$ cat config.mk
export PLATFORM = sky130hd
export DESIGN_NAME = cpu_ctrl
export DESIGN_NICKNAME = d
export VERILOG_FILES = /design/src/rtl/cpu_ctrl.sv
export SDC_FILE = /design/constraint.sdc
export NUM_CORES = 1
export LEC_CHECK = 0
export BUFFER_PORTS_ARGS = -buffer_cell sky130_fd_sc_hd__buf_4
export CAP_MARGIN = 20
export CORE_ASPECT_RATIO = 0.8
export CORE_MARGIN = 2
export CORE_UTILIZATION = 38
export CTS_CLUSTER_DIAMETER = 100
export CTS_CLUSTER_SIZE = 25
export DETAILED_ROUTE_END_ITERATION = 16
export HOLD_SLACK_MARGIN = 0.15
export PLACE_DENSITY_LB_ADDON = 0.2
export SYNTH_ARGS = -nofsm -noshare
export SYNTH_HDL_FRONTEND = slang
export SYNTH_SLANG_ARGS = --single-unit
$ cat constraint.sdc
create_clock -name clk -period 1.6 [get_ports clk]
set_clock_uncertainty 0.2 [all_clocks]
set_input_delay 0.32 -clock clk [delete_from_list [all_inputs] [get_ports clk]]
set_output_delay 0.32 -clock clk [all_outputs]
set_load 0.05 [all_outputs]
$ cat src/rtl/cpu_ctrl.sv
// Instruction register, decoder and Moore sequencer for the 16-bit datapath.
// Outputs are a pure function of the current state and the latched instruction.
module cpu_ctrl #(
   parameter int DATA_W = 16
) (
   input  logic              clk,
   input  logic              reset_n,
   input  logic              s,
   input  logic              load,
   input  logic [DATA_W-1:0] in,
   output logic              w,
   output logic [2:0]        readnum,
   output logic [2:0]        writenum,
   output logic              write,
   output logic [1:0]        vsel,
   output logic              loada,
   output logic              loadb,
   output logic              loadc,
   output logic              loads,
   output logic              asel,
   output logic              bsel,
   output logic [1:0]        ALUop,
   output logic [1:0]        shift,
   output logic [DATA_W-1:0] sximm8,
   output logic [DATA_W-1:0] sximm5
);

   typedef enum logic [2:0] {
      S_WAIT, S_DECODE, S_GET_A, S_GET_B, S_ALU, S_WR_RD, S_WR_IMM
   } state_t;

   state_t            r_state, w_nxt;
   logic [DATA_W-1:0] r_ir;

   logic [2:0] w_opc, w_rn, w_rd, w_rm;
   logic [1:0] w_op, w_sh;
   logic       w_movi, w_movr, w_alu, w_cmp, w_mvn;

   assign w_opc = r_ir[15:13];
   assign w_op  = r_ir[12:11];
   assign w_rn  = r_ir[10:8];
   assign w_rd  = r_ir[7:5];
   assign w_sh  = r_ir[4:3];
   assign w_rm  = r_ir[2:0];

   assign w_movi = (w_opc == 3'b110) && (w_op == 2'b10);
   assign w_movr = (w_opc == 3'b110) && (w_op == 2'b00);
   assign w_alu  = (w_opc == 3'b101);
   assign w_cmp  = w_alu && (w_op == 2'b01);
   assign w_mvn  = w_alu && (w_op == 2'b11);

   assign sximm8 = {{(DATA_W-8){r_ir[7]}}, r_ir[7:0]};
   assign sximm5 = {{(DATA_W-5){r_ir[4]}}, r_ir[4:0]};

   // IR only accepts a new word while idle, so it is stable for a whole instruction
   always_ff @(posedge clk or negedge reset_n) begin
      if (!reset_n) begin
         r_state <= S_WAIT;
         r_ir    <= '0;
      end else begin
         r_state <= w_nxt;
         if (r_state == S_WAIT && load) r_ir <= in;
      end
   end

   always_comb begin
      w_nxt = r_state;
      case (r_state)
         S_WAIT:   if (s) w_nxt = S_DECODE;
         S_DECODE: begin
            if (w_movi)                 w_nxt = S_WR_IMM;
            else if (w_movr || w_mvn)   w_nxt = S_GET_B;
            else if (w_alu)             w_nxt = S_GET_A;
            else                        w_nxt = S_WAIT;
         end
         S_GET_A:  w_nxt = S_GET_B;
         S_GET_B:  w_nxt = S_ALU;
         S_ALU:    w_nxt = w_cmp ? S_WAIT : S_WR_RD;
         S_WR_RD:  w_nxt = S_WAIT;
         S_WR_IMM: w_nxt = S_WAIT;
         default:  w_nxt = S_WAIT;
      endcase
   end

   always_comb begin
      w        = 1'b0;
      readnum  = 3'd0;
      writenum = 3'd0;
      write    = 1'b0;
      vsel     = 2'b00;
      loada    = 1'b0;
      loadb    = 1'b0;
      loadc    = 1'b0;
      loads    = 1'b0;
      asel     = 1'b0;
      bsel     = 1'b0;
      ALUop    = 2'b00;
      shift    = 2'b00;
      case (r_state)
         S_WAIT:  w = 1'b1;
         S_GET_A: begin
            readnum = w_rn;
            loada   = 1'b1;
         end
         S_GET_B: begin
            readnum = w_rm;
            loadb   = 1'b1;
         end
         S_ALU: begin
            shift = w_sh;
            ALUop = w_op;
            // MOV-reg rides the adder with A forced to zero
            asel  = w_movr;
            loads = w_cmp;
            loadc = !w_cmp;
         end
         S_WR_RD: begin
            readnum  = w_rd;
            writenum = w_rd;
            write    = 1'b1;
         end
         S_WR_IMM: begin
            readnum  = w_rn;
            writenum = w_rn;
            vsel     = 2'b10;
            write    = 1'b1;
         end
         default: ;
      endcase
   end

endmodule
==> impl_metrics.json, run 1 <==
{
  "grt_pass1_wl_um": 5350,
  "drive_gt1_share_pct": 73.2,
  "synth-simple-area-share_pct": 15.0,
  "seq_area_frac_synth_pct": 35.1,
  "status": "finished, violations left",
  "r2r_start": "r_state[1]",
  "first_global_vias": 1150,
  "n_antenna_cell": 0,
  "final-setup-viol-count": 34,
  "drtPass1Iterations": 4,
  "synth_cells": 126,
  "critPathCaptureType": "output pin",
  "holdWs_ns": 0.208,
  "syn_to_final_growth_pct": 81.8,
  "ios": 72,
  "holdCritPathClass": "in2reg",
  "synth_compound_area_share_pct": 9.06,
  "synth_area_leader_cell": "dfrtp_1",
  "grt_max_degree": 20,
  "path_cells": "buf_6, nor2b_4, a22o_1, a22o_4, buf_8",
  "post_drt_wl_per_cell_um": 13.2,
  "grt_setup_unrepaired": "yes",
  "layout_setup_ws_ns": -0.415,
  "fin_nets": 234,
  "antenna_found_initial": 0,
  "die_area_um2": 4060,
  "synth_commonest_cells": "buf_4, dfrtp_1, mux2_4",
  "synth_top_family_by_area": "buffers and inverters",
  "rows": 19,
  "hold_start": "s",
  "crit_type": "reg2out",
  "worstPathMaxFanout": 4,
  "clk_latency_ns": 0.25,
  "drv_slew": 0,
  "cp.arrival_ns": 1.50,
  "violations": "negative setup slack",
  "globalplace.congestion": 0.754,
  "syn-cell-area_um2": 1350,
  "htree_levels": 1,
  "cp-startpoint": "r_state[1]",
  "clkSlewWorstSetupHoldPaths_ns": 0.07,
  "yosysMostFrequentCell": "buf_4",
  "die_w_um": 70.7,
  "synthMuxAreaShare_pct": 16.1,
  "core-area_um2": 3420,
  "utilization_pct": 71.9,
  "fin_crit_ns": 2.02,
  "synth_warnings": 0,
  "fmax_mhz": 496,
  "die_h_um": 57.4,
  "slowest_stage": "dfrtp_1",
  "cts-root-buf": "clkbuf_8",
  "grt_remaining_overflow": 0,
  "vias": 1159,
  "final-instance-count-excl-fill": 255,
  "syn_area_per_cell_um2": 10.7,
  "dpl.hpwl_um": 2370,
  "max-clock-path-buffers": 2,
  "yosysUniqueCellTypes": 31,
  "dp_cells": 226,
  "ys_seq_elements": 19,
  "routed_wl_um": 3360,
  "synth-edff-count": 0,
  "max_stage_delay_ns": 0.41,
  "synth_ff_type": "dfrtp_1",
  "grt.total_usage_pct": 16.6,
  "crit_path_start_kind": "flop",
  "fill_cells": 256,
  "synth_top_cells_by_area": "dfrtp_1, buf_4, mux2_4, mux2_2, a22o_1",
  "ant_nets": 0,
  "finalHoldViolations": 0,
  "async_reset_ff_share_pct": 100,
  "tritoncts": "done",
  "cts_buffers": 3,
  "first_iter_violations": 29,
  "cts_sinks": 19,
  "start_util_pct": 39.5,
  "synth_top_area_share_pct": 35.1,
  "synthAdderAreaFrac_pct": 0,
  "numPortBuffers": 69,
  "synthXorXnorAreaFrac_pct": 0,
  "tns_ns": -9.93,
  "drcViolationCount": 0,
  "viasPerCell": 4.55,
  "maxCapViolCount": 0,
  "critPathRequiredTime_ns": 1.08,
  "fin_crit_sh_pct": 126
}
==> cells in the final DEF, fill, tap and decap left out, types with 2 or more instances in the layout <==
| cell | n |
|---|---|
| buf_4 | 69 |
| a22o_1 | 3 |
| buf_6 | 25 |
| nor2b_1 | 2 |
| a22oi_2 | 3 |
| buf_8 | 7 |
| and2_4 | 3 |
| dlygate4sd3_1 | 17 |
| a22o_2 | 2 |
| clkbuf_8 | 3 |
| conb_1 | 2 |
| dfrtp_1 | 18 |
| inv_1 | 2 |
| o21ai_0 | 3 |
| nor3b_2 | 2 |
| nor2b_4 | 5 |
| buf_12 | 3 |
| and2_2 | 3 |
| mux2_4 | 10 |
| nor2_4 | 3 |
| mux2_2 | 6 |
| nor3_4 | 2 |
==> final cells by class <==
cell class / instances / area [um2] / share of cell area, %
clock buffers: 4 / 45.0 / 1.83
repair buffers: 122 / 1160 / 47.2
multi-input cells: 65 / 713 / 29.0
well taps: 42 / 52.6 / 2.14
inverters: 3 / 11.3 / 0.458
flip-flops and latches: 19 / 477 / 19.4
==> worst paths after layout <==
path	to	depth (start not counted)	slack, ns
worst max-delay path	readnum[1]	5	-0.42
worst min-delay path	r_state[0]	3	0.21
worst max register to register	r_ir[7]	6	-0.28
worst min register to register	r_ir[8]	1	0.37
max in group asynchronous	r_state[0]	2	0.71
min in group asynchronous	r_ir[10]	2	0.27
==> cells by family after synthesis <==
kind of cell | count (synthesis)
AO/OA/AOI/OAI | 17
buffers and inverters | 43
flip-flops | 19
multiplexers | 16
other | 1
AND/OR/NAND/NOR | 30
==> per-layer routing <==
metal  share of wire, %  routed length (um)  up-vias  GRT usage (%)
li1                   -                   -      567              -
met1                 42                1420      550           21.8
met2                 52                1740       40           28.7
met3                5.8                 196        2           4.77
met4               0.18                   6        0           1.62
met5                  0                   0        -              0
==> state kept, by name (all words and copies together) (netlist names) <==
signal   flops
r_ir        16
r_state      3
==> what timing repair did <==
item | 4_1_cts | 5_1_grt
buffers inserted | 5 | 3
endpoints found under the setup margin | 34 | 45
pin swaps | 10 | 6
endpoints found under the hold margin | 35 | 0
cloned | 1 | 0
hold buffers | 17 | 0
resized for setup | 42 | 19
==> through the flow <==
stage / setup slack (ns) / instance area (um2)
after floorplan: -0.483 / 1460
final: -0.415 / 2460
after detailed placement: -0.227 / 1910
after global placement: -0.190 / 1910
after CTS: -0.423 / 2370
after global routing: -0.465 / 2460
==> critical path, delay by kind of cell (launching register included) <==
family | cells | cell delay (ns)
and+or+nand+nor | 1 | 0.12
buffers and inverters | 2 | 0.29
AOI/OAI and AO/OA | 2 | 0.42
DFF | 1 | 0.41
Power of run 1 is not shown: default switching activity piles up to over one toggle a cycle in this logic, so the estimate is an artifact.
==> inputs of run 2 (changes only) <==
--- a/config.mk
+++ b/config.mk
@@ -6,14 +6,14 @@
 export NUM_CORES = 1
 export LEC_CHECK = 0
 export BUFFER_PORTS_ARGS = -buffer_cell sky130_fd_sc_hd__buf_4
-export CAP_MARGIN = 20
+export CELL_PAD_IN_SITES_DETAIL_PLACEMENT = 2
+export CELL_PAD_IN_SITES_GLOBAL_PLACEMENT = 2
 export CORE_ASPECT_RATIO = 0.8
 export CORE_MARGIN = 2
-export CORE_UTILIZATION = 38
+export CORE_UTILIZATION = 23
 export CTS_CLUSTER_DIAMETER = 100
 export CTS_CLUSTER_SIZE = 25
 export DETAILED_ROUTE_END_ITERATION = 16
-export HOLD_SLACK_MARGIN = 0.15
 export PLACE_DENSITY_LB_ADDON = 0.2
 export SYNTH_ARGS = -nofsm -noshare
 export SYNTH_HDL_FRONTEND = slang
==> impl_metrics.json, run 2 (same netlist as run 1, synthesis figures left out) <==
{
  "final-setup-viol-count": 36,
  "drive_gt1_share_pct": 79.7,
  "grt_setup_unrepaired": "yes",
  "grt.total_usage_pct": 13.3,
  "viasPerCell": 4.21,
  "grt_pass1_wl_um": 6840,
  "ios": 72,
  "mostFrequentLayoutCell": "buf_4",
  "n_antenna_cell": 0,
  "core-area_um2": 5560,
  "clkSlewWorstSetupHoldPaths_ns": 0.08,
  "tns_ns": -11.31,
  "die_h_um": 72.6,
  "hold_start": "in[1]",
  "post_drt_wl_per_cell_um": 16.5,
  "fin_nets": 213,
  "fin_crit_ns": 2.02,
  "finalHoldViolations": 0,
  "numPortBuffers": 69,
  "die_w_um": 89.8,
  "grt_remaining_overflow": 0,
  "maxCapViolCount": 0,
  "die_area_um2": 6520,
  "dpl.hpwl_um": 3410,
  "holdCritPathClass": "in2reg",
  "regToRegEndpoint": "r_ir[3]",
  "ff2ff_setup_slack_ns": -0.32,
  "drtPass1Iterations": 2,
  "fin_crit_sh_pct": 126,
  "violations": "negative setup slack",
  "clk_latency_ns": 0.26,
  "max-clock-path-buffers": 2,
  "top_register": "r_ir",
  "fmax_mhz": 495,
  "vias": 1136,
  "status": "finished, violations left",
  "drcViolationCount": 0,
  "globalplace.congestion": 0.706,
  "hold_end": "r_ir[1]",
  "tritoncts": "done",
  "fill_cells": 594,
  "drv_slew": 0,
  "antenna_found_initial": 0,
  "crit_type": "reg2out",
  "r2r_start": "r_state[1]",
  "cts_buffers": 3,
  "layout_setup_ws_ns": -0.422,
  "cts-root-buf": "clkbuf_8",
  "critPathRequiredTime_ns": 1.08,
  "first_global_vias": 1254,
  "worstPathMaxFanout": 6,
  "htree_levels": 1,
  "ant_nets": 0,
  "rr_worst_depth": 6,
  "largestRegisters": "r_ir x16, r_state x3",
  "hold-path-cell-count": 2,
  "routed_wl_um": 4460,
  "critPathCaptureType": "output pin",
  "cts_sinks": 19,
  "rows": 24,
  "first_iter_violations": 25,
  "cp.arrival_ns": 1.50,
  "largest_reg_flops": 16,
  "start_util_pct": 24.4,
  "final_cell_mix": "buf_4, buf_6, dfrtp_1",
  "crit_path_start_kind": "flop",
  "syn_to_final_growth_pct": 69.0,
  "grt_max_degree": 20
}
run 2: routing by layer:
layer | global-route usage [%] | part of all wire, % | wire length [um] | vias to the layer above
met3 | 4.44 | 7.0 | 311 | 2
met1 | 15.1 | 41 | 1830 | 565
met2 | 25.3 | 52 | 2300 | 47
met4 | 2.05 | 0.38 | 17 | 0
met5 | 0 | 0 | 0 | -
li1 | - | - | - | 522
run 2: worst max-delay path, stage by stage (launching register included):
cell     delay [ns]
dfrtp_2        0.46
nor3b_2        0.21
buf_4          0.18
buf_12         0.11
and2_4         0.14
buf_8          0.14
run 2: how the worst max path moves through the flow:
stage / cells past startpoint / endpoint / slack (ns) / startpoint
6_report: 5 / shift[0] / -0.42 / r_state[1]
5_1_grt: 5 / shift[0] / -0.49 / r_state[1]
4_1_cts: 5 / loads / -0.42 / r_state[1]
3_5_place_dp: 5 / loads / -0.20 / r_state[1]
3_3_place_gp: 5 / loads / -0.20 / r_state[1]
2_1_floorplan: 6 / r_ir[0] / -0.48 / r_state[0]
run 2: final cells by class:
cell class | count | area, um2 | share of cell area [%]
clock buffer | 3 | 41.3 | 1.80
timing repair buffer | 101 | 956 | 41.8
clock inverter | 1 | 5.00 | 0.219
sequential | 19 | 479 | 20.9
inverter | 3 | 11.3 | 0.492
tap | 78 | 97.6 | 4.26
multi-input combinational | 65 | 698 | 30.5
run 2: metrics by stage:
stage | util [%] | area (um2) | hold slack (ns) | setup WS (ns) | cells
floorplan | - | 1460 | -0.176 | -0.483 | 127
CTS | 39.1 | 2170 | 0.0811 | -0.421 | 266
global placement | 35.3 | 1960 | 0.0180 | -0.197 | 259
detailed placement | 35.3 | 1960 | 0.0228 | -0.197 | 259
global route | 41.2 | 2290 | 0.0759 | -0.492 | 270
finish | 41.2 | 2290 | 0.0879 | -0.422 | 270
run 2: timing repair:
item | in CTS | in global routing
hold buffers | 1 | 0
setup endpoints to repair | 51 | 45
gates resized for setup | 40 | 29
buffers inserted | 2 | 4
endpoints found under the hold margin | 19 | 0
pin swaps | 5 | 9
Power of run 2 is left out for the same reason.
==> inputs of run 3 (changes only) <==
==> constraint.sdc (replaced) <==
create_clock -name clk -period 1.6 [get_ports clk]
set_clock_uncertainty 0.2 [all_clocks]
set_input_delay 0.32 -clock clk [delete_from_list [all_inputs] [get_ports clk]]
set_output_delay 0.32 -clock clk [all_outputs]
set_load 0.1 [all_outputs]
==> impl_metrics.json, run 3 (same netlist as run 1, synthesis figures left out) <==
{
  "finalHoldViolations": 0,
  "crit_path_start_kind": "flop",
  "fin_nets": 225,
  "slowest_stage": "dfrtp_2",
  "cts_sinks": 19,
  "fin_crit_sh_pct": 133,
  "critPathCaptureType": "output pin",
  "max-clock-path-buffers": 2,
  "global_route.usage.met3_pct": 3.41,
  "maxCapViolCount": 0,
  "cp.arrival_ns": 1.60,
  "start_util_pct": 24.4,
  "syn_to_final_growth_pct": 113,
  "drv_slew": 0,
  "grt_util_met1_pct": 18.7,
  "vias": 1186,
  "fmax_mhz": 471,
  "antenna_found_initial": 0,
  "worstPathMaxFanout": 4,
  "ant_nets": 0,
  "first_global_vias": 1431,
  "dpl.hpwl_um": 3310,
  "drive_gt1_share_pct": 84.3,
  "ios": 72,
  "layout_setup_ws_ns": -0.525,
  "post_drt_wl_per_cell_um": 18.5,
  "clk_latency_ns": 0.26,
  "die_w_um": 89.8,
  "largest_reg_flops": 16,
  "max_stage_delay_ns": 0.46,
  "mostFrequentLayoutCell": "buf_4",
  "cts-root-buf": "clkbuf_8",
  "fin_crit_ns": 2.12,
  "drcViolationCount": 0,
  "dp_cells": 262,
  "critPathRequiredTime_ns": 1.08,
  "final_cell_mix": "buf_4, buf_12, buf_6",
  "die_h_um": 72.6,
  "grtUsageMet2_pct": 31.1,
  "htree_levels": 1,
  "numPortBuffers": 69,
  "first_iter_violations": 24,
  "rows": 24,
  "die_area_um2": 6520,
  "final-setup-viol-count": 36,
  "crit_type": "reg2out",
  "largestRegisters": "r_ir x16, r_state x3",
  "top_register": "r_ir",
  "grt.total_usage_pct": 16.1,
  "status": "finished, violations left",
  "final-instance-count-excl-fill": 282,
  "routed_wl_um": 5210,
  "n_antenna_cell": 0,
  "busiest_layer": "met2",
  "violations": "negative setup slack",
  "cts_buffers": 3,
  "grt_pass1_wl_um": 8140,
  "core-area_um2": 5560,
  "clkSlewWorstSetupHoldPaths_ns": 0.09,
  "grt_remaining_overflow": 0,
  "grt_setup_unrepaired": "yes",
  "tritoncts": "done",
  "path_cells": "buf_6, nor2b_4, a22o_1, a22o_2, buf_12",
  "grt_max_degree": 20,
  "holdCritPathClass": "in2reg",
  "viasPerCell": 4.21,
  "globalplace.congestion": 0.817,
  "drtPass1Iterations": 2
}
==> run 3: changes by cell type in the layout (fill, tap and decap cells not counted), sizes merged <==
cell | previous run | this run
clkbuf | 3 | 4
buf | 100 | 111
==> run 3: stage by stage <==
step | setup TNS, ns | cell area (um2) | util (%) | worst slack, ns | hold WS (ns)
finish | -12.53 | 2890 | 52.0 | -0.525 | 0.0829
global route | -14.76 | 2890 | 52.0 | -0.571 | 0.0739
CTS | -11.27 | 2710 | 48.8 | -0.466 | 0.0814
detailed placement | -6.59 | 1980 | 35.7 | -0.285 | 0.0248
global placement | -5.50 | 1980 | 35.7 | -0.261 | 0.0203
floorplan | -18.17 | 1470 | - | -0.854 | -0.176
==> run 3: layer usage <==
metal	vias up	wire length, um
met3	2	286
met2	45	2910
met5	-	0
met1	589	2000
li1	550	-
met4	0	18
==> run 3: area by class of cell <==
cell class              instances  area, um2
fillers                       520       2670
repair buffers                113       1480
multi-input cells              65        773
flip-flops and latches         19        482
well taps                      78       97.6
clock buffers                   3       41.3
inverters                       3       13.8
clock inverters                 1       5.00
==> run 3: repair_timing <==
action | 4_1_cts | 5_1_grt
gates resized for setup | 137 | 35
pin swaps | 8 | 5
endpoints found under the setup margin | 58 | 63
gates cloned | 1 | 1
buffers inserted | 11 | 6
hold endpoints to repair | 19 | 0
hold buffers | 1 | 0
==> run 3: path summary, 6_finish.rpt <==
kind | cells past startpoint | slack, ns | endpoint | startpoint
max | 5 | -0.52 | readnum[0] | r_state[1]
min | 2 | 0.08 | r_ir[14] | in[14]
max reg2reg | 6 | -0.30 | r_ir[5] | r_state[2]
min reg2reg | 1 | 0.40 | r_ir[3] | r_ir[3]
max in group asynchronous | 2 | 0.68 | r_ir[7] | reset_n
min in group asynchronous | 2 | 0.27 | r_state[2] | reset_n
==> run 3: worst max-delay path, delay by kind of cell, from the launching register on <==
family | cells | cell delay [ns]
compound gates | 2 | 0.43
buf+inv | 2 | 0.31
flops | 1 | 0.46
simple gates | 1 | 0.13
Power of run 3 is left out for the same reason.
